$ cat src/rtl/coh_avg_pkg.sv
// coh_avg_pkg: shared state encoding, default widths and accumulator width derivation
// for the coherent averager.
package coh_avg_pkg;

    typedef enum logic [1:0] {
        IDLE,
        ACCUM,
        DUMP,
        DONE
    } state_t;

    localparam int DEFAULT_DATA_W            = 14;
    localparam int DEFAULT_SAMPLES_PER_FRAME = 64;
    localparam int DEFAULT_LOG2_N            = 4;

    // Summing 2**log2_n samples needs log2_n extra bits to never overflow.
    function automatic int acc_width(input int data_w, input int log2_n);
        return data_w + log2_n;
    endfunction

endpackage

$ cat src/rtl/coh_avg_acc_ram.sv
// coh_avg_acc_ram: per-point accumulator storage, one synchronous write port and one
// combinational read port so a read-modify-write completes in a single cycle.
module coh_avg_acc_ram
    import coh_avg_pkg::*;
#(
    parameter int DEPTH  = DEFAULT_SAMPLES_PER_FRAME,
    parameter int WIDTH  = acc_width(DEFAULT_DATA_W, DEFAULT_LOG2_N),
    parameter int ADDR_W = $clog2(DEPTH)
) (
    input  logic              clk,
    input  logic              wr_en,
    input  logic [ADDR_W-1:0] wr_addr,
    input  logic [WIDTH-1:0]  wr_data,
    input  logic [ADDR_W-1:0] rd_addr,
    output logic [WIDTH-1:0]  rd_data
);

    logic [WIDTH-1:0] mem [DEPTH];

    // Write the updated running sum at the end of the cycle.
    always_ff @(posedge clk) begin
        if (wr_en) begin
            mem[wr_addr] <= wr_data;
        end
    end

    assign rd_data = mem[rd_addr];

endmodule

$ cat src/rtl/coherent_average_core.sv
// coherent_average_core: accumulates 2**LOG2_N frames of SAMPLES_PER_FRAME samples
// point-by-point, then streams the averaged frame one word per cycle and flags done.
// Optional build macro COH_AVG_ROUND_EN: round half up with saturation instead of a
// plain floor shift when scaling the sums.
module coherent_average_core
    import coh_avg_pkg::*;
#(
    parameter int DATA_W            = DEFAULT_DATA_W,
    parameter int SAMPLES_PER_FRAME = DEFAULT_SAMPLES_PER_FRAME,
    parameter int LOG2_N            = DEFAULT_LOG2_N
) (
    input  logic                                 clk,
    input  logic                                 reset_n,
    input  logic                                 enable,
    input  logic signed [DATA_W-1:0]             data_in,
    input  logic                                 data_valid,
    output logic signed [DATA_W-1:0]             data_out,
    output logic                                 data_out_valid,
    output logic [$clog2(SAMPLES_PER_FRAME)-1:0] out_index,
    output logic                                 busy,
    output logic                                 done
);

    localparam int ACC_W = acc_width(DATA_W, LOG2_N);
    localparam int IDX_W = $clog2(SAMPLES_PER_FRAME);
    localparam logic [IDX_W-1:0]  K_LAST = IDX_W'(SAMPLES_PER_FRAME - 1);
    localparam logic [LOG2_N-1:0] F_LAST = '1;

    state_t             state;
    state_t             next_state;
    logic [IDX_W-1:0]   k;
    logic [IDX_W-1:0]   next_k;
    logic [LOG2_N-1:0]  f;
    logic [LOG2_N-1:0]  next_f;
    logic               wr_en;
    logic               word_valid;
    logic [ACC_W-1:0]   wr_data;
    logic [ACC_W-1:0]   rd_data;
    logic [DATA_W-1:0]  scaled;

    // The same address k serves the accumulate read-modify-write and the dump read.
    coh_avg_acc_ram #(
        .DEPTH  (SAMPLES_PER_FRAME),
        .WIDTH  (ACC_W),
        .ADDR_W (IDX_W)
    ) u_acc_ram (
        .clk     (clk),
        .wr_en   (wr_en),
        .wr_addr (k),
        .wr_data (wr_data),
        .rd_addr (k),
        .rd_data (rd_data)
    );

    // Frame 0 starts from zero, so stale sums from an aborted run never leak in.
    assign wr_data = ((f == '0) ? '0 : rd_data) + {{LOG2_N{data_in[DATA_W-1]}}, data_in};

`ifdef COH_AVG_ROUND_EN
    logic [DATA_W:0] rounded;

    // Adding half an LSB before the shift equals adding the top dropped bit afterwards;
    // only a positive result can overflow, which clamps to the largest positive word.
    always_comb begin
        rounded = {rd_data[ACC_W-1], rd_data[ACC_W-1 -: DATA_W]}
                + {{DATA_W{1'b0}}, rd_data[LOG2_N-1]};
        if (rounded[DATA_W] != rounded[DATA_W-1]) begin
            scaled = rounded[DATA_W] ? {1'b1, {(DATA_W-1){1'b0}}} : {1'b0, {(DATA_W-1){1'b1}}};
        end else begin
            scaled = rounded[DATA_W-1:0];
        end
    end
`else
    // An arithmetic floor shift by LOG2_N is exactly the top DATA_W bits of the sum.
    assign scaled = rd_data[ACC_W-1 -: DATA_W];
`endif

    // Next-state, counter and write-enable logic; enable low always aborts to IDLE.
    always_comb begin
        next_state = state;
        next_k     = k;
        next_f     = f;
        wr_en      = 1'b0;
        word_valid = 1'b0;
        case (state)
            IDLE: begin
                if (enable) begin
                    next_state = ACCUM;
                    next_k     = '0;
                    next_f     = '0;
                end
            end
            ACCUM: begin
                if (!enable) begin
                    next_state = IDLE;
                    next_k     = '0;
                    next_f     = '0;
                end else if (data_valid) begin
                    wr_en = 1'b1;
                    if (k == K_LAST) begin
                        next_k = '0;
                        next_f = f + 1'b1;
                        if (f == F_LAST) begin
                            next_state = DUMP;
                        end
                    end else begin
                        next_k = k + 1'b1;
                    end
                end
            end
            DUMP: begin
                if (!enable) begin
                    next_state = IDLE;
                    next_k     = '0;
                    next_f     = '0;
                end else begin
                    word_valid = 1'b1;
                    if (k == K_LAST) begin
                        next_k     = '0;
                        next_state = DONE;
                    end else begin
                        next_k = k + 1'b1;
                    end
                end
            end
            DONE: begin
                if (!enable) begin
                    next_state = IDLE;
                end
            end
            default: begin
                next_state = IDLE;
            end
        endcase
    end

    // State, counters and registered outputs; outputs read zero whenever no word is issued.
    always_ff @(posedge clk) begin
        if (!reset_n) begin
            state          <= IDLE;
            k              <= '0;
            f              <= '0;
            data_out       <= '0;
            data_out_valid <= 1'b0;
            out_index      <= '0;
            busy           <= 1'b0;
            done           <= 1'b0;
        end else begin
            state          <= next_state;
            k              <= next_k;
            f              <= next_f;
            data_out       <= word_valid ? scaled : '0;
            data_out_valid <= word_valid;
            out_index      <= word_valid ? k : '0;
            busy           <= (state == ACCUM) || (state == DUMP);
            done           <= (state == DONE);
        end
    end

endmodule
$ cat config.mk
export PLATFORM = sky130hd
export DESIGN_NAME = coherent_average_core
export DESIGN_NICKNAME = d
export VERILOG_FILES = /design/src/rtl/coh_avg_pkg.sv /design/src/rtl/coh_avg_acc_ram.sv /design/src/rtl/coherent_average_core.sv
export SDC_FILE = /design/constraint.sdc
export NUM_CORES = 1
export LEC_CHECK = 0
export CAP_MARGIN = 20
export CORE_ASPECT_RATIO = 1.1
export CORE_MARGIN = 3
export CORE_UTILIZATION = 60
export DETAILED_ROUTE_END_ITERATION = 7
export PLACE_DENSITY_LB_ADDON = 0.12
export RECOVER_POWER = 50
export SLEW_MARGIN = 5
export SYNTH_ARGS = -nofsm -noshare
export SYNTH_HDL_FRONTEND = slang
export SYNTH_SLANG_ARGS = --single-unit
$ cat constraint.sdc
create_clock -name clk -period 7.3 [get_ports clk]
set_input_delay 1.095 -clock clk [delete_from_list [all_inputs] [get_ports clk]]
set_output_delay 1.095 -clock clk [all_outputs]
set_load 0.005 [all_outputs]
==> flow_metrics.py <==
metrics = {
    "status": {
        "status": "finished, violations left",
        "violations": "max-capacitance violations, max-slew violations",
    },
    "yosys": {
        "synthArstFlopShare": 0,
        "ys_types": 47,
        "syn-num-nets": 2043,
        "ys_seq_area_frac": 0.765,
        "yosys.area.top_type": "edfxtp_1",
        "synth_edf_count": 1152,
        "syn-cell-area_um2": 46300,
        "ys_warn_count": 0,
        "yosysTopAreaCellShare": 0.747,
        "synthTopCellsByArea": "edfxtp_1, mux4_2, dfxtp_1",
        "synth_ff_type": "edfxtp_1",
        "syn_avg_cell_area_um2": 23.2,
        "synth-seq-cells": 1193,
        "syn_inst": 1999,
    },
    "clock_network": {
        "cts_root_buf": "clkbuf_16",
        "postCtsSetupRepairBufs": 0,
        "cts_tree": "yes",
        "cts_resized": 0,
        "clkLatencyLatePin_ns": 0.68,
        "path_clk_slew_ns": 0.06,
        "cts_buffers": 111,
        "cts_sinks": 1193,
        "clock_path_buffers": 3,
        "htreeDepth": 3,
        "hold_buffers": 0,
    },
    "global_routing": {
        "grt_pass1_vias": 21992,
        "grt-ovfl-total": 0,
        "gr-usage-all-layers": 0.277,
        "grt_pass1_wl_um": 158000,
        "antenna_found_initial": 3,
        "grt_max_degree": 68,
    },
    "die": {
        "initial_core_util": 0.607,
        "io_pins": 41,
        "die_h_um": 297,
        "core_area_um2": 76300,
        "num_rows": 106,
        "die_w_um": 271,
        "die-area_um2": 80600,
    },
    "flow_run": {
        "maxCapViolCount": 49,
    },
    "sta": {
        "maxSlewHeadroom": -0.864,
        "setup_violations": 0,
        "post-route-period-util": 0.860,
        "finClkSkew_ns": 0.0264,
        "fmax_ghz": 0.159,
        "drv_slew": 911,
        "fin_setup_tns_ns": 0,
        "hold_viol": 0,
        "min_period_ns": 6.28,
        "rsz0062_at_grt": "no",
        "hold_ws_ns": 0.521,
        "worst_pin_slew_ns": 2.79,
        "layout_setup_ws_ns": 1.02,
    },
    "min_path": {
        "whs_path_depth": 2,
        "hold_end": "state[1]$_SDFFE_PN0P_",
        "worstHoldPathType": "reg -> reg",
        "min_from": "state[1]$_SDFFE_PN0P_",
    },
    "worst_setup_path": {
        "startpoint_type": "flop",
        "crit_arrival_ns": 6.65,
        "critPathRequiredTime_ns": 7.67,
        "r2r_setup_slack_ns": 1.02,
        "r2r_cells": 16,
        "timing.rr.end": "u_acc_ram.mem[11][17]$_DFFE_PP_",
        "critPathKind": "reg -> reg",
        "critPathCaptureType": "flop",
        "crit_fanout": 64,
    },
    "detailed_routing": {
        "viasPerCell": 6.66,
        "firstDrtPassIters": 5,
        "detail-route-antenna-nets": 0,
        "vias": 21785,
        "drt_iter0_markers": 2905,
        "wirelength_um": 108000,
        "drc": 0,
        "wl_per_cell_um": 33.1,
    },
    "finish": {
        "post-route-util": 0.685,
        "instances_no_fill": 3271,
        "drive_gt1_frac": 0.290,
        "diodes": 0,
        "final_common_cell": "edfxtp_1",
        "mostFrequentLayoutCells": "edfxtp_1, mux4_2, clkbuf_16",
        "syn_to_final_growth_pct": 12.8,
        "final_nets": 2199,
    },
    "power_and_ir_drop": {
        "p_leak_nw": 15.8,
        "peakVddDrop_mv": 0.248,
        "pwr_density_cell_nw_per_um2": 274,
    },
    "placement": {
        "dp_cells": 3067,
        "portBuffers": 40,
        "gp_congestion": 0.938,
        "dpl_worst_slack_ns": 1.36,
        "hpwl_um": 61100,
    },
}
cells in the mapped netlist (all sizes together), types with 2 or more instances:
cell type and number:
edfxtp 1152, mux4 373, nor2 85, buf 51, clkbuf 49, dfxtp 41
nand2 29, ha 25, nor2b 24, and2 23, a21oi 19, o21ai 16
inv 15, xnor2 11, mux2i 9, nand2b 7, nand3 7, xor2 7
nand4 6, a21boi 5, a21o 5, a211oi 4, a31oi 4, nor3 3
nor3b 3, or3 3, and3 2, nand3b 2, nor4 2, o21bai 2
or2 2
critical path: stages, from the launching register on:
cell	delay (ns)
dfxtp_4	0.64
buf_12	0.38
clkbuf_1	0.59
mux4_2	0.59
mux4_2	0.63
mux4_2	0.51
nor2b_1	0.15
ha_1	0.45
nand2_1	0.09
nor4_1	0.21
nor2_1	0.12
o311ai_0	0.36
buf_4	0.21
a21o_1	0.13
a21oi_1	0.11
xnor2_2	0.16
buf_4	0.53
power breakdown:
part,internal [mW],switching [mW],leakage [nW],total (mW)
Combinational,0.478,0.502,3.34,0.980
Clock,3.38,2.43,1.79,5.82
Sequential,7.51,0.0231,10.7,7.54
Total,11.4,2.96,15.8,14.3
kinds of logic after synthesis:
kind of cell,count (synthesis),synth area share
simple gates,200,0.0209
buf+inv,115,0.0118
compound gates,65,0.00878
flops,1193,0.765
fa+ha+maj,26,0.00719
xor+xnor,18,0.00340
mux,382,0.183
through the flow:
stage	power, mW	cell area, um2
2_1_floorplan	8.39	46300
3_3_place_gp	8.65	48800
3_5_place_dp	8.67	48800
4_1_cts	14.4	52500
5_1_grt	14.8	52200
6_report	14.3	52200
state kept, by name, indices dropped and copies added, names as in the netlist, named ones only:
register	flops
busy	1
data_out	14
data_out_valid	1
done	1
f	4
k	6
out_index	6
state	2
u_acc_ram.mem	1152
final cells by class:
| class | instances | area [um2] |
|---|---|---|
| multi-input combinational | 691 | 10600 |
| timing repair buffer | 143 | 1120 |
| clock buffer | 130 | 2870 |
| fill | 4566 | 24000 |
| sequential | 1193 | 35400 |
| inverter | 15 | 56.3 |
| tap | 1026 | 1280 |
| clock inverter | 73 | 841 |
metal layers:
metal	track usage	vias to the layer above	wire [um]
met5	0	-	18
met4	0.101	2	4270
met3	0.0525	213	10300
met2	0.429	1147	51700
met1	0.404	11635	42000
li1	-	8788	-
worst max path at each step:
stage	from	endpoint	slack [ns]	cells after the start
after floorplan	flop	u_acc_ram.mem[0][17]$_DFFE_PP_	0.75	15
after global placement	flop	u_acc_ram.mem[42][17]$_DFFE_PP_	1.49	16
after detailed placement	flop	u_acc_ram.mem[62][12]$_DFFE_PP_	1.36	13
after CTS	flop	u_acc_ram.mem[48][12]$_DFFE_PP_	1.32	13
after global routing	flop	u_acc_ram.mem[11][17]$_DFFE_PP_	0.58	16
final	flop	u_acc_ram.mem[11][17]$_DFFE_PP_	1.02	16
(Power assumes the default switching activity.)
